==> config.mk <==
export PLATFORM = sky130hd
export DESIGN_NAME = qspi_rx_deserializer
export DESIGN_NICKNAME = d
export VERILOG_FILES = /design/src/rtl/qspi_rx_deserializer.sv
export SDC_FILE = /design/constraint.sdc
export NUM_CORES = 1
export LEC_CHECK = 0
export BUFFER_PORTS_ARGS = -buffer_cell sky130_fd_sc_hd__buf_2
export CAP_MARGIN = 5
export CORE_MARGIN = 5
export CORE_UTILIZATION = 37
export DETAILED_ROUTE_END_ITERATION = 6
export SYNTH_ARGS = -nofsm -noshare
export SYNTH_HDL_FRONTEND = slang
export SYNTH_SLANG_ARGS = --single-unit
==> constraint.sdc <==
create_clock -name h_clk -period 5.1 [get_ports h_clk]
set_clock_uncertainty 0.15 [all_clocks]
set_input_delay 0.255 -clock h_clk [delete_from_list [all_inputs] [get_ports h_clk]]
set_output_delay 0.255 -clock h_clk [all_outputs]
set_load 0.03 [all_outputs]
==> src/rtl/qspi_rx_deserializer.sv <==
`default_nettype none
// +-----------------------------------------------------------------------------+
// | qspi_rx_deserializer: samples io0..io3 in 1/2/4-line modes and pushes 32-bit |
// | words to the read buffer over valid/ready.        Revision: 1.0              |
// +-----------------------------------------------------------------------------+
module qspi_rx_deserializer #(
  parameter int DATA_W  = 32,
  parameter int WORDS_W = 3
) (
  input  logic               h_clk,
  input  logic               h_rstn,
  input  logic               start,
  input  logic               abort,
  input  logic [1:0]         io_mode,
  input  logic [WORDS_W-1:0] num_words_m1,
  input  logic               sample_en,
  input  logic [3:0]         io_in,
  output logic [DATA_W-1:0]  rx_data,
  output logic               rx_valid,
  input  logic               rx_ready,
  output logic               send_data,
  output logic               busy,
  output logic               done,
  output logic               overrun
);

  localparam int CNT_W = $clog2(DATA_W);
  localparam logic [CNT_W-1:0] LAST_SINGLE = CNT_W'(DATA_W - 1);
  localparam logic [CNT_W-1:0] LAST_DUAL   = CNT_W'(DATA_W / 2 - 1);
  localparam logic [CNT_W-1:0] LAST_QUAD   = CNT_W'(DATA_W / 4 - 1);
  localparam logic [1:0] MODE_SINGLE = 2'b00;
  localparam logic [1:0] MODE_DUAL   = 2'b01;
  localparam logic [1:0] MODE_QUAD   = 2'b10;

  typedef enum logic [1:0] {
    IDLE  = 2'd0,
    SHIFT = 2'd1,
    DRAIN = 2'd2
  } state_t;

  state_t             state_q, state_d;
  logic [1:0]         mode_q, mode_d;
  logic [WORDS_W-1:0] words_q, words_d;
  logic [CNT_W-1:0]   cnt_q, cnt_d;
  logic [DATA_W-1:0]  sr_q, sr_d;
  logic [DATA_W-1:0]  rx_data_q, rx_data_d;
  logic               rx_valid_q, rx_valid_d;
  logic               overrun_q, overrun_d;

  logic [DATA_W-1:0]  sr_shift;
  logic [CNT_W-1:0]   last_cnt;

  always_comb begin
    sr_shift = {sr_q[DATA_W-2:0], io_in[1]};
    last_cnt = LAST_SINGLE;
    case (mode_q)
      MODE_DUAL: begin
        sr_shift = {sr_q[DATA_W-3:0], io_in[1:0]};
        last_cnt = LAST_DUAL;
      end
      MODE_QUAD: begin
        sr_shift = {sr_q[DATA_W-5:0], io_in};
        last_cnt = LAST_QUAD;
      end
      default: ;
    endcase
  end

  always_comb begin
    state_d    = state_q;
    mode_d     = mode_q;
    words_d    = words_q;
    cnt_d      = cnt_q;
    sr_d       = sr_q;
    rx_data_d  = rx_data_q;
    rx_valid_d = rx_valid_q;
    overrun_d  = overrun_q;

    // An accepted word frees the output slot unless a completion refills it below.
    if (rx_valid_q && rx_ready) rx_valid_d = 1'b0;

    case (state_q)
      IDLE: begin
        if (start) begin
          mode_d    = (io_mode == 2'b11) ? MODE_SINGLE : io_mode;
          words_d   = num_words_m1;
          overrun_d = 1'b0;
          cnt_d     = '0;
          sr_d      = '0;
          state_d   = SHIFT;
        end
      end
      SHIFT: begin
        if (sample_en) begin
          sr_d = sr_shift;
          if (cnt_q == last_cnt) begin
            cnt_d = '0;
            if (!rx_valid_q || rx_ready) begin
              rx_data_d  = sr_shift;
              rx_valid_d = 1'b1;
            end else begin
              overrun_d = 1'b1;
            end
            if (words_q == '0) state_d = DRAIN;
            else               words_d = words_q - 1'b1;
          end else begin
            cnt_d = cnt_q + 1'b1;
          end
        end
      end
      DRAIN: begin
        if (!rx_valid_q) state_d = IDLE;
      end
      default: state_d = IDLE;
    endcase

    if (abort) begin
      state_d    = IDLE;
      rx_valid_d = 1'b0;
      cnt_d      = '0;
      words_d    = '0;
      sr_d       = '0;
    end
  end

  always_ff @(posedge h_clk or negedge h_rstn) begin
    if (!h_rstn) begin
      state_q    <= IDLE;
      mode_q     <= MODE_SINGLE;
      words_q    <= '0;
      cnt_q      <= '0;
      sr_q       <= '0;
      rx_data_q  <= '0;
      rx_valid_q <= 1'b0;
      overrun_q  <= 1'b0;
    end else begin
      state_q    <= state_d;
      mode_q     <= mode_d;
      words_q    <= words_d;
      cnt_q      <= cnt_d;
      sr_q       <= sr_d;
      rx_data_q  <= rx_data_d;
      rx_valid_q <= rx_valid_d;
      overrun_q  <= overrun_d;
    end
  end

  assign rx_data   = rx_data_q;
  assign rx_valid  = rx_valid_q;
  assign overrun   = overrun_q;
  assign send_data = (state_q == SHIFT);
  assign busy      = (state_q != IDLE);
  assign done      = (state_q == DRAIN) && !rx_valid_q && !abort;

endmodule
`default_nettype wire

; ---- Word-level counts from Yosys, hierarchy flattened
; Cells that the tools add are included.
[op_classes]
n_reduce_logical = 17
addsub = 2
n_eq_ne = 16
mux = 36
[op_table]
columns = operator, n
row1 = 31-bit 2-to-1 mux, 3
row2 = 32-bit case mux with 2 select lines, 1
row3 = 31-bit case mux with 2 select lines, 1
row4 = 5-bit 2-to-1 mux, 4
row5 = 5-bit case mux with 2 select lines, 2
row6 = 3-bit 2-to-1 mux, 5
row7 = 5-bit AND reduction, 3
row8 = 2-bit 2-to-1 mux, 7
row9 = 3-bit inequality test (second input constant), 4
row10 = 1-bit 2-to-1 mux, 10
row11 = 2-bit == test (second input constant), 3
row12 = 2-bit inequality test (second input constant), 3
row13 = 3-bit by 2-bit inequality test with 1-bit output (second input constant), 2
row14 = 2-bit case mux with 3 select lines, 1
row15 = 3-bit case mux with 2 select lines, 1
row16 = 5-bit by 1-bit adder with 5-bit output (second input constant), 1
row17 = 5-bit == test, 1
row18 = 2-bit by 1-bit == test with 1-bit output (second input constant), 2
row19 = 4-bit AND reduction, 1
row20 = 2-bit nonzero test, 2
row21 = 1-bit logical AND, 3
row22 = 3-bit zero test, 1
row23 = 3-bit AND reduction, 1
row24 = 3-bit nonzero test, 1
row25 = other kinds (7), 8
[totals]
regBits = 77
elab_cells = 79

; ---- Depth between registers and ports, before layout
[depth]
ltp_word = 7
depth_mapped = 7
depth_no_buf = 7

; ---- Worst setup path after synthesis
; Ideal clock, no wire load.
[synth_timing]
path_type = reg-to-output
startpoint = reg state_q[0]
endpoint = out done
path_slack_ns = 3.028
stages_incl_launch_ff = 3
t_arrival_ns = 1.667
cell_sequence = dfrtp_1 clkbuf_1 nor4b_1
[synth_between]
elab_chain_len = 3
[synth_lines]
columns = element, line
row1 = "start, declared", 41  ; state_t state_q, state_d;
row2 = "start signal, assigned", 137  ; state_q <= state_d;
row3 = 2-bit == test, 153  ; assign done = (state_q == DRAIN) && !rx_valid_q && !abort;
row4 = 1-bit logical AND (2 in a row), 153
row5 = "end, declared", 23  ; output logic done,
; Every way passes these cells.

; ---- Final worst setup path
[layout_timing]
startpoint = reg mode_q[0]
endpoint = reg state_q[1]
[layout_between]
elab_chain_len = 5
word_cells_on_any_way = 6
[layout_lines]
columns = element, line
row1 = "start, declared", 42  ; logic [1:0] mode_q, mode_d;
row2 = "start signal, assigned", 138  ; mode_q <= mode_d;
row3 = 2-bit == test / 2-bit by 1-bit == test with 1-bit output (equally long branches), 56  ; case (mode_q)
row4 = 5-bit case mux with 2 select lines (*), 56
row5 = 5-bit == test (*), 96  ; if (cnt_q == last_cnt) begin
row6 = 3-bit by 2-bit inequality test with 1-bit output (no source line) (*), --
row7 = 5-bit AND reduction (no source line) (*), --
; Mark *: on every way between the ends. The rest lies on a longest branch, timed or not.
; A chain may end at the register's enable or synchronous reset.

==> results.py <==
metrics = {
    "finish": {
        "fillCellCount": 1027,
        "diodes": 0,
        "area_growth_syn_to_layout_pct": 14.1,
        "multiInputGateArea_sq_um": 1750,
        "drive_above_1_share_pct": 18.7,
        "seq_area_sq_um": 1930,
        "fin_nets": 443,
    },
    "place": {
        "dp_hpwl_um": 5940,
        "gp_congestion": 0.767,
        "port_buffers": 51,
    },
    "critical_path": {
        "cp.arrival_ps": 3070,
        "crit_path_end_kind": "flop",
        "ff2ff_path_depth": 7,
        "path_cells": "inv_1 -> ha_2 -> buf_4 -> xnor2_1 -> nand4_4 -> or3_1 -> a21oi_1",
        "startpoint_type": "flop",
        "required_ps": 5220,
        "r2r-end": "state_q[1]",
        "slowest_delay_ps": 540,
        "path_class": "flop to flop",
        "ff2ff_setup_slack_ps": 2150,
        "crit_start": "mode_q[0]",
        "r2r_start": "mode_q[0]",
        "cpMaxStageDelayCell": "nand4_4",
        "path_max_fanout": 65,
        "crit_path_end": "state_q[1]",
    },
    "global_routing": {
        "use_met1_pct": 21.8,
        "grt_max_degree": 78,
        "gr-max-usage-layer": "met2",
        "grt_use_met3_pct": 4.37,
        "grt_use_met2_pct": 24.5,
        "grt_pass1_wl_um": 16400,
        "grt_pass1_vias": 3218,
        "antenna_found_initial": 0,
        "overflow": 0,
        "gr-usage-all-layers_pct": 15.6,
    },
    "power": {
        "cellLeakagePower_uw": 0.00186,
        "cellPowerDensity_nw_per_um2": 291,
        "max-vdd-ir-drop_uv": 109,
    },
    "sta": {
        "post-route-min-period_ps": 2950,
        "fin_crit_sh_pct": 57.8,
        "setup_viol_count_final": 0,
        "timing.setup.tns_ps": 0,
        "slew_violations": 0,
        "slew_headroom_pct": 30.5,
        "holdWs_ps": 23.2,
        "fmax_mhz": 339,
        "worst_slew_pin_slew_ps": 1040,
        "hold_viol": 0,
        "rsz0062_at_grt": "false",
    },
    "clocking": {
        "ctsHtreeMaxLevel": 3,
        "cts.sinks": 77,
        "clkTransAtPathRegs_ps": 80,
        "cts-buffers-inserted": 9,
        "clk-insertion-delay-late_ps": 350,
        "cts_setup_buffers": 0,
        "cts.path.max_buffers": 2,
        "cts-root-buf": "clkbuf_8",
        "post_cts_resize_count": 0,
        "cts_tree": "built",
    },
    "synth": {
        "synthFlopType": "dfrtp_1",
        "synth_edf_count": 0,
        "async_flop_share_pct": 100,
        "ys_seq_area_share_pct": 49.8,
        "yosys.area.top_type": "dfrtp_1",
        "synthesis.area_sq_um": 3870,
        "synthTopCellsByCount": "dfrtp_1 (77), nor2_1 (39), a21oi_1 (36), o31ai_1 (32), o2bb2ai_1 (31)",
        "synth_nets": 411,
        "avgSynthCellArea_sq_um": 9.91,
        "ys_seq_elements": 77,
        "post-synth-top-count-cell": "dfrtp_1",
        "synth_area_leaders": "dfrtp_1 (50%), o2bb2ai_1 (7.0%), o31ai_1 (6.2%)",
        "ys_types": 42,
        "synthCells": 390,
        "yosys_warnings": 0,
        "yosysTopAreaCellShare_pct": 49.8,
    },
    "flow_run": {
        "drv_cap": 0,
    },
    "outcome": {
        "run_status": "completed",
    },
    "drt": {
        "remaining_drc_errors": 0,
        "totalWireLength_um": 9550,
        "post_drt_via_cell_ratio": 5.76,
        "drtPass1Iterations": 5,
        "avgRoutedWirePerCell_um": 17.0,
        "drtIter0Drc": 192,
        "vias": 3242,
        "ant_nets": 0,
    },
    "die": {
        "dieHeight_um": 112,
        "dieArea_sq_um": 12600,
        "coreArea_sq_um": 10300,
        "die_w_um": 112,
        "num_rows": 37,
        "start_util_pct": 37.6,
        "ios": 52,
    },
    "min_path": {
        "hold_class": "primary input to flop",
    },
}
repair_timing:
action | 4_1_cts | 5_1_grt
endpoints found under the hold margin | 77 | 0
hold buffers | 1 | 0
setup endpoints to repair | 0 | 0
power by group:
part | switching, uW | leakage, uW | internal (uW) | total, uW
logic | 106 | 0.000680 | 32.2 | 139
registers | 5.31 | 0.00107 | 615 | 621
clock network | 222 | 0.000110 | 303 | 525
total | 333 | 0.00186 | 951 | 1280
sequential cells by signal, indices dropped and copies added, names as in the netlist:
name,flops
words_q,3
cnt_q,5
mode_q,2
state_q,2
rx_data,32
sr_q,31
rx_valid,1
overrun,1
cells in the final DEF (no fill, tap or decap), types with 8 or more instances in the layout:
master     Yosys  layout
dfrtp_1       77      77
buf_2          6      50
o31ai_1       32      32
a21oi_1       36      36
o21ai_0       13      13
nand2_1        8       8
o2bb2ai_1     31      31
clkbuf_8       0      11
a22oi_1       30      30
inv_1          9       9
nor2_1        39      38
o21ai_1       26      26
through the flow:
stage | setup WS (ps) | util, % | area, sq um | power, uW | std cells
final | 2150 | 42.9 | 4410 | 1280 | 563
after global routing | 1890 | 42.9 | 4410 | 1340 | 563
after CTS | 2120 | 42.9 | 4410 | 1300 | 563
after detailed placement | 2140 | 40.6 | 4170 | 771 | 546
after global placement | 2250 | 40.6 | 4170 | 767 | 546
after floorplan | 3030 | - | 3870 | 730 | 390
routing by layer:
metal  wire length (um)  up-vias
li1                   -     1544
met2               4430       87
met1               4510     1600
met3                519       11
met4                 94        0
met5                  0        -
worst min path at each step:
| stage | from | to | slack (ps) | cells past startpoint |
|---|---|---|---|---|
| after floorplan | h_rstn | cnt_q[0] | -190 | 0 |
| after global placement | sr_q[30] | sr_q[30] | 320 | 1 |
| after detailed placement | h_rstn | words_q[1] | 340 | 1 |
| after CTS | io_mode[1] | mode_q[1] | 8 | 3 |
| after global routing | io_mode[1] | mode_q[1] | 20 | 3 |
| final | io_mode[1] | mode_q[1] | 20 | 3 |
critical path: cells and delay by family, from the launching register on:
| family | cells | cell delay [ps] |
|---|---|---|
| AOI/OAI and AO/OA | 1 | 130 |
| buffers and inverters | 2 | 410 |
| and+or+nand+nor | 2 | 1070 |
| xor gates and xnor gates | 1 | 450 |
| DFF | 1 | 390 |
| adders and majority gates | 1 | 270 |
layout make-up:
cell class,instances,share of cell area (%)
sequential,77,43.7
multi-input combinational,268,39.6
timing repair buffer,57,6.92
tap,136,3.86
clock buffer,13,3.60
clock inverter,3,1.53
inverter,9,0.766
cell families after synthesis:
logic type	Yosys count	share of synthesized area, %
adders and majority gates	6	1.94
buffers and inverters	45	5.15
DFF	77	49.8
AOI/OAI and AO/OA	179	31.3
muxes	1	0.291
xor gates and xnor gates	2	0.647
and+or+nand+nor	80	10.9
No activity file was read; power rests on OpenSTA's default activity.
